### src/rtl/divider_32b_pkg.sv
// divider_pkg: shared FSM state type and sizing constants for the iterative divider.
package divider_pkg;

    typedef enum logic [1:0] {
        IDLE = 2'd0,
        RUN  = 2'd1,
        DONE = 2'd2
    } state_t;

    localparam int DIV_WIDTH = 32;
    localparam int DIV_CNT_W = $clog2(DIV_WIDTH);

    // Width of an iteration counter that must hold values up to w-1.
    function automatic int cnt_width(input int w);
        return (w < 2) ? 1 : $clog2(w);
    endfunction

endpackage

### src/rtl/divider_32b_sub_cmp_nb.sv
// sub_cmp_nb: WIDTH+1-bit subtract-and-compare used by one restoring step.
// The difference is formed as a + ~b + 1; its top bit is the borrow flag.
// The top bit acts as a borrow because the partial remainder stays below
// twice the divisor.
module sub_cmp_nb #(
    parameter int WIDTH = 32
) (
    input  logic [WIDTH:0]   a_i,
    input  logic [WIDTH:0]   b_i,
    output logic [WIDTH-1:0] diff_o,
    output logic             borrow_o
);

    logic [WIDTH:0] d;

    assign d        = a_i + ~b_i + {{WIDTH{1'b0}}, 1'b1};
    assign diff_o   = d[WIDTH-1:0];
    assign borrow_o = d[WIDTH];

endmodule

### src/rtl/divider_32b.sv
// divider_32b: iterative restoring divider, one quotient bit per clock.
// Valid/ready on operands and results; a single operation in flight.
// Optional signed support via macro DIVIDER_32B_SIGNED_EN (adds signed_op).
module divider_32b
    import divider_pkg::*;
#(
    parameter int WIDTH = DIV_WIDTH
) (
    input  logic             clk,
    input  logic             rst,
    input  logic             start_valid,
    output logic             start_ready,
    input  logic [WIDTH-1:0] dividend,
    input  logic [WIDTH-1:0] divisor,
`ifdef DIVIDER_32B_SIGNED_EN
    input  logic             signed_op,
`endif
    output logic             result_valid,
    input  logic             result_ready,
    output logic [WIDTH-1:0] quotient,
    output logic [WIDTH-1:0] remainder,
    output logic             div_by_zero
);

    localparam int CNT_W = cnt_width(WIDTH);

    state_t           state_q, state_d;
    logic [CNT_W-1:0] cnt_q, cnt_d;
    logic [WIDTH-1:0] rem_q, rem_d;
    logic [WIDTH-1:0] quo_q, quo_d;
    logic [WIDTH-1:0] dvs_q, dvs_d;
    logic             dbz_q, dbz_d;
    logic             qneg_q, qneg_d;
    logic             rneg_q, rneg_d;

    logic             sop;
    logic [WIDTH-1:0] mag_a, mag_b;
    logic [WIDTH:0]   rprime;
    logic [WIDTH-1:0] diff;
    logic             borrow;

`ifdef DIVIDER_32B_SIGNED_EN
    assign sop = signed_op;
`else
    assign sop = 1'b0;
`endif

    // Signed operations divide magnitudes; signs are restored at the output.
    assign mag_a = (sop && dividend[WIDTH-1]) ? -dividend : dividend;
    assign mag_b = (sop && divisor[WIDTH-1])  ? -divisor  : divisor;

    assign rprime = {rem_q, quo_q[WIDTH-1]};

    sub_cmp_nb #(
        .WIDTH (WIDTH)
    ) u_sub (
        .a_i      (rprime),
        .b_i      ({1'b0, dvs_q}),
        .diff_o   (diff),
        .borrow_o (borrow)
    );

    // State and datapath registers; reset aborts any operation in flight.
    always_ff @(posedge clk or posedge rst) begin
        if (rst) begin
            state_q <= IDLE;
            cnt_q   <= '0;
            rem_q   <= '0;
            quo_q   <= '0;
            dvs_q   <= '0;
            dbz_q   <= 1'b0;
            qneg_q  <= 1'b0;
            rneg_q  <= 1'b0;
        end else begin
            state_q <= state_d;
            cnt_q   <= cnt_d;
            rem_q   <= rem_d;
            quo_q   <= quo_d;
            dvs_q   <= dvs_d;
            dbz_q   <= dbz_d;
            qneg_q  <= qneg_d;
            rneg_q  <= rneg_d;
        end
    end

    // Next-state: operand capture, one restoring step per RUN cycle, result hold.
    always_comb begin
        state_d = state_q;
        cnt_d   = cnt_q;
        rem_d   = rem_q;
        quo_d   = quo_q;
        dvs_d   = dvs_q;
        dbz_d   = dbz_q;
        qneg_d  = qneg_q;
        rneg_d  = rneg_q;
        case (state_q)
            IDLE: begin
                if (start_valid) begin
                    if (divisor == '0) begin
                        // Divide by zero skips iteration; raw dividend is reported.
                        quo_d   = '1;
                        rem_d   = dividend;
                        dbz_d   = 1'b1;
                        qneg_d  = 1'b0;
                        rneg_d  = 1'b0;
                        state_d = DONE;
                    end else begin
                        quo_d   = mag_a;
                        dvs_d   = mag_b;
                        rem_d   = '0;
                        dbz_d   = 1'b0;
                        qneg_d  = sop && (dividend[WIDTH-1] ^ divisor[WIDTH-1]);
                        rneg_d  = sop && dividend[WIDTH-1];
                        cnt_d   = CNT_W'(WIDTH - 1);
                        state_d = RUN;
                    end
                end
            end
            RUN: begin
                rem_d = borrow ? rprime[WIDTH-1:0] : diff;
                quo_d = {quo_q[WIDTH-2:0], ~borrow};
                if (cnt_q == '0) begin
                    state_d = DONE;
                end else begin
                    cnt_d = cnt_q - CNT_W'(1);
                end
            end
            DONE: begin
                if (result_ready) begin
                    state_d = IDLE;
                end
            end
            default: state_d = IDLE;
        endcase
    end

    assign start_ready  = (state_q == IDLE);
    assign result_valid = (state_q == DONE);
    assign div_by_zero  = dbz_q;
    // Sign fixup is combinational; with unsigned operation the flags stay clear.
    assign quotient     = qneg_q ? -quo_q : quo_q;
    assign remainder    = rneg_q ? -rem_q : rem_q;

endmodule

### config.mk
export PLATFORM = sky130hd
export DESIGN_NAME = divider_32b
export DESIGN_NICKNAME = d
export VERILOG_FILES = /design/src/rtl/divider_32b_pkg.sv /design/src/rtl/divider_32b_sub_cmp_nb.sv /design/src/rtl/divider_32b.sv
export SDC_FILE = /design/constraint.sdc
export NUM_CORES = 1
export LEC_CHECK = 0
export CORE_MARGIN = 2
export CORE_UTILIZATION = 53
export DETAILED_ROUTE_END_ITERATION = 12
export PLACE_DENSITY = 0.81
export SLEW_MARGIN = 20
export SYNTH_ARGS = -nofsm -noshare
export SYNTH_HDL_FRONTEND = slang
export SYNTH_SLANG_ARGS = --single-unit
### constraint.sdc
create_clock -name clk -period 4.2 [get_ports clk]
set_clock_uncertainty 0.15 [all_clocks]
set_input_delay 0.63 -clock clk [delete_from_list [all_inputs] [get_ports clk]]
set_output_delay 0.63 -clock clk [all_outputs]
set_load 0.03 [all_outputs]
-- After elaboration in Yosys (flattened, before gate mapping)
Index checks and enable logic that the tools add are counted.
- register bits: 104
- input port bits: 68
- output and inout bits: 67
- word-level logic and storage cells: 45
- add/sub/neg operators: 3
- equality and inequality tests: 7
- muxes and demuxes: 17
- bitwise logic cells: 3
- reductions and logical operators: 9
- operators with widths (cell ; count):
    $mux 32 ; 5
    $pmux 32 s2 ; 2
    $add 33x1->33 const B ; 1
    $add 33x33->33 ; 1
    $not 32->33 ; 1
    $logic_not 32->1 ; 1
    $mux 5 ; 3
    $pmux 5 s2 ; 1
    $mux 2 ; 4
    $ne 2x2->1 const B ; 4
    $pmux 2 s3 ; 1
    $reduce_and 3->1 ; 2
    $logic_not 5->1 ; 1
    $sub 5x1->5 const B ; 1
    $reduce_and 2->1 ; 2
    $reduce_and 4->1 ; 1
    $eq 2x1->1 const B ; 1
    $eq 2x2->1 const B ; 1
    $logic_not 2->1 ; 1
    $ne 2x1->1 const B ; 1
    $not 1->1 ; 2
    $reduce_bool 2->1 ; 1
    $mux 1 ; 1

-- Logic depth before layout (Yosys ltp)
- depth in word-level cells: 5
- gate-level depth with buffers: 13
- depth with buffers taken out: 12

-- Hierarchy
A second synthesis with hierarchy kept.
- cells, all modules: 670
- area, all modules: 6779.0 um^2
- modules (own cells, without submodules) (module ; instances ; cells an instance ; area an instance (um^2) ; seq. area each (um^2)):
    divider_32b ; 1 ; 374 ; 4802.1 ; 2602.5
    sub_cmp_nb ; 1 ; 296 ; 1976.9 ; 0.0

-- Worst setup path before layout
No wires, ideal clock.
- kind: reg2reg
- from: register quo_q[31]
- to: register rem_q[10]
- setup time: 0.124 ns
- arrival: 2.930 ns
- data required time: 3.926 ns
- slack: 0.996 ns
- stages on the path, launching flop included: 14
- path buffers: 1
- clock period less this slack: 3.204 ns
- path through: dfrtp_1 -> inv_1 -> ha_1 -> fa_1 -> nand2b_1 -> a21oi_1 -> o22ai_1 -> o21ai_1 -> a32oi_2 -> mux2_4 -> buf_6 -> nand3_1 -> a21oi_1 -> a211o_1
- cells in the longest elaborated chain, start to end: 4
- ends and longest elaborated chain (element ; line ; text):
    start: declaration ; divider_32b.sv:30 ; logic [WIDTH-1:0] quo_q, quo_d;
    start signal: assignment ; divider_32b.sv:78 ; quo_q <= quo_d;
    $add 33x33->33 ; divider_32b_sub_cmp_nb.sv:16 ; assign d = a_i + ~b_i + {{WIDTH{1'b0}}, 1'b1};
    $add 33x1->33 ; divider_32b_sub_cmp_nb.sv:16 ;
    $mux 32 ; divider_32b.sv:120 ; rem_d = borrow ? rprime[WIDTH-1:0] : diff;
    $pmux 32 s2 ; divider_32b.sv:96 ; case (state_q)
    end signal: assignment ; divider_32b.sv:77 ; rem_q <= rem_d;
    end: declaration ; divider_32b.sv:29 ; logic [WIDTH-1:0] rem_q, rem_d;
Every way passes these cells.
A chain may end at the register's enable or synchronous reset.

-- Final worst setup path
- from: register quo_q[31]
- to: register rem_q[20]
Same word-level chain as after synthesis.

==> summary.txt <==
CTS
  – Post-CTS sizing: 0
  – Clock Latency Late Sink: 370 ps
  – CTS Buffer Depth: 2
  – Clock transition at the registers of the reported paths: 80 ps
  – TritonCTS Buffers: 9
  – CTS tree: yes
  – Level count of the clock H-tree: 3
  – Root buffer cell: clkbuf_16
  – CTS sink cnt: 104
  – Post-CTS Setup Inserts: 0
  – CTS Hold Bufs: 0

Synthesis
  – Yosys top cell area share: 37.6%
  – Cell count after synthesis: 792
  – Post-Synth Adder-Cell Area: 6.44%
  – Unique masters post-synth: 67
  – Largest family of logic cells by synthesized area: compound AO/OA/AOI/OAI gates
  – Async set or reset register ratio after synthesis: 100%
  – Net Count, Synth: 895
  – YS warnings: 0
  – Mux cell area share after synthesis: 7.67%
  – Area contributors post-synth: dfrtp_1 38%, ha_1 6.2%, mux2_2 5.4%
  – Syn Area/Cell: 8.73 sq um
  – Synth Area in Compound Gates: 22.3%
  – Post-synthesis register bit count: 104
  – Most instantiated library cell after synthesis: dfrtp_1
  – Post-Syn Area: 6910 sq um
  – Cell taking the most area after synthesis: dfrtp_1
  – Synth Area in XOR/XNOR: 3.42%
  – Sequential area share after synthesis: 37.6%
  – Ys flop type: dfrtp_1
  – Commonest cells post-synth: 104 x dfrtp_1, 89 x nor2_1, 68 x nand2_1
  – Simple-gate share of the synthesized area: 17.0%
  – Post-synth EDFFs: 0

Hold path
  – Hold Path Class: flip-flop to flip-flop
  – Hold Crit Endpoint: div_by_zero$_DFFE_PP0P_
  – Hold Path Origin: div_by_zero$_DFFE_PP0P_
  – Hold path cells: 1

Finish
  – Layout cells sized above 1: 8.86%
  – Final nets: 1001
  – Fin util: 68.2%
  – Ant. Diodes: 0
  – Layout area overhead: 25.0%

Setup path
  – Worst r2r dst: rem_q[20]$_DFFE_PP0P_
  – Slowest cell delay on critical path: 410 ps
  – CP required: 4260 ps
  – Worst path arrival time: 3540 ps
  – CP Buf/Inv Count: 2
  – CP startpoint kind: flip-flop
  – R2R setup slack: 720 ps
  – Delay-heaviest family, CP: compound AO/OA/AOI/OAI gates
  – CP Launch Point: quo_q[31]$_DFFE_PP0P_
  – Critical path's slowest cell: mux2i_2
  – R2r startpoint: quo_q[31]$_DFFE_PP0P_
  – FF-to-FF path depth: 13
  – Crit Path Category: flip-flop to flip-flop
  – CP Capture Type: flip-flop
  – Max FO, Critical Path: 10
  – Crit-path cells: inv_1 > ha_1 > fa_1 > nand2b_1 > a21oi_1 > o22ai_1 > o21ai_1 > a32oi_2 > mux2i_2 > nor2_2 > buf_4 > a21oi_1 > o22ai_1

GRT
  – Pin count of the biggest net entering global routing: 73
  – Initial antenna violation count: 0
  – Vias in the first global route: 6131
  – Grt ovf: 0
  – First-pass GRT wire length: 31.2 mm
  – Global Route Usage Sum: 28.1%

STA
  – Final Hold Fails: 0
  – Post-route setup TNS: 0 ps
  – Worst setup margin: 719 ps
  – Slew Limit Fails: 0
  – RSZ-0062 raised after global routing: false
  – Final period utilization: 82.9%
  – Max Fclk: 287 MHz
  – Count of final setup violators: 0
  – Hold_ws: 340 ps
  – Worst Max-Slew Pin Slew: 853 ps
  – Slew HR: 43.1%
  – Tmin final: 3480 ps

Floorplan
  – Row count: 41
  – Die ar.: 14000 sq um
  – Top-Level Pins: 135
  – Core ar.: 12700 sq um
  – Chip width: 118 microns
  – Die Y: 118 microns
  – Starting Density: 54.6%

Place
  – Setup WS pre-CTS: 753 ps
  – IO Port Bufs: 134
  – HPWL after detailed placement: 14.6 mm
  – RePlAce Congestion: 0.936

Detailed routing
  – Vias post-DR: 6506
  – Via density: 6.05
  – Post-route DRC: 0
  – Drt first pass iters: 5
  – Routed wire length: 19.6 mm
  – Initial DRC Count: 646
  – Antenna viol nets, final: 0
  – Routed WL per cell: 18.2 microns

Job
  – Max-cap check violation count: 0

Status
  – Status: finished clean
==> area by class of cell <==
| cell class | count | area [sq um] |
|---|---|---|
| well taps | 172 | 215 |
| clock buffers | 11 | 243 |
| multi-input cells | 599 | 3960 |
| flip-flops and latches | 104 | 2600 |
| inverters | 41 | 156 |
| repair buffers | 143 | 1430 |
| fillers | 1038 | 4030 |
| clock inverters | 5 | 38.8 |
==> registers in the layout, summed over array words and instances, names as in the netlist <==
name / count
dvs_q: 32
quo_q: 32
rem_q: 32
cnt_q: 5
state_q: 2
div_by_zero: 1
==> per-layer routing <==
layer	vias to the layer above	GRT usage (%)	part of all wire, %
met5	-	0	0
met4	0	10.8	3.0
met3	42	3.33	5.4
met2	235	47.2	49
met1	3153	37.0	43
li1	3076	-	-
==> layout by cell type, fill, tap and decap left out, drive strengths merged, types with 13 or more instances in the layout <==
cell type,instances
clkdlybuf4s50,134
a21o,18
a21oi,64
inv,44
nor3,38
nand2,69
a31oi,19
o22ai,13
dfrtp,104
ha,34
o21ai,39
xnor2,16
o31ai,34
nor2,90
mux2i,14
mux2,34
==> worst max path at each step <==
stage / endpoint / slack [ps] / depth (start not counted)
6_report: rem_q[20]$_DFFE_PP0P_ / 720 / 13
5_1_grt: rem_q[25]$_DFFE_PP0P_ / 440 / 13
4_1_cts: rem_q[20]$_DFFE_PP0P_ / 740 / 13
3_5_place_dp: rem_q[18]$_DFFE_PP0P_ / 750 / 13
3_3_place_gp: rem_q[18]$_DFFE_PP0P_ / 910 / 13
2_1_floorplan: cnt_q[0]$_DFFE_PP0P_ / 690 / 1
==> cell families (layout without fill, tap and decap cells) <==
kind of cell / Yosys count / count (layout)
compound gates: 234 / 234
fa+ha+maj: 35 / 35
buf+inv: 89 / 200
mux: 48 / 48
simple gates: 255 / 255
flops: 104 / 104
xor+xnor: 27 / 27
==> stage by stage <==
step | area (sq um) | cells
after floorplan | 6910 | 792
after detailed placement | 8360 | 1059
after global routing | 8650 | 1075
final | 8650 | 1075
after global placement | 8360 | 1059
after CTS | 8650 | 1075
Power is left out: the tool's default activity adds up to more than one toggle a clock period on the data nets, which glitch-free logic cannot reach.
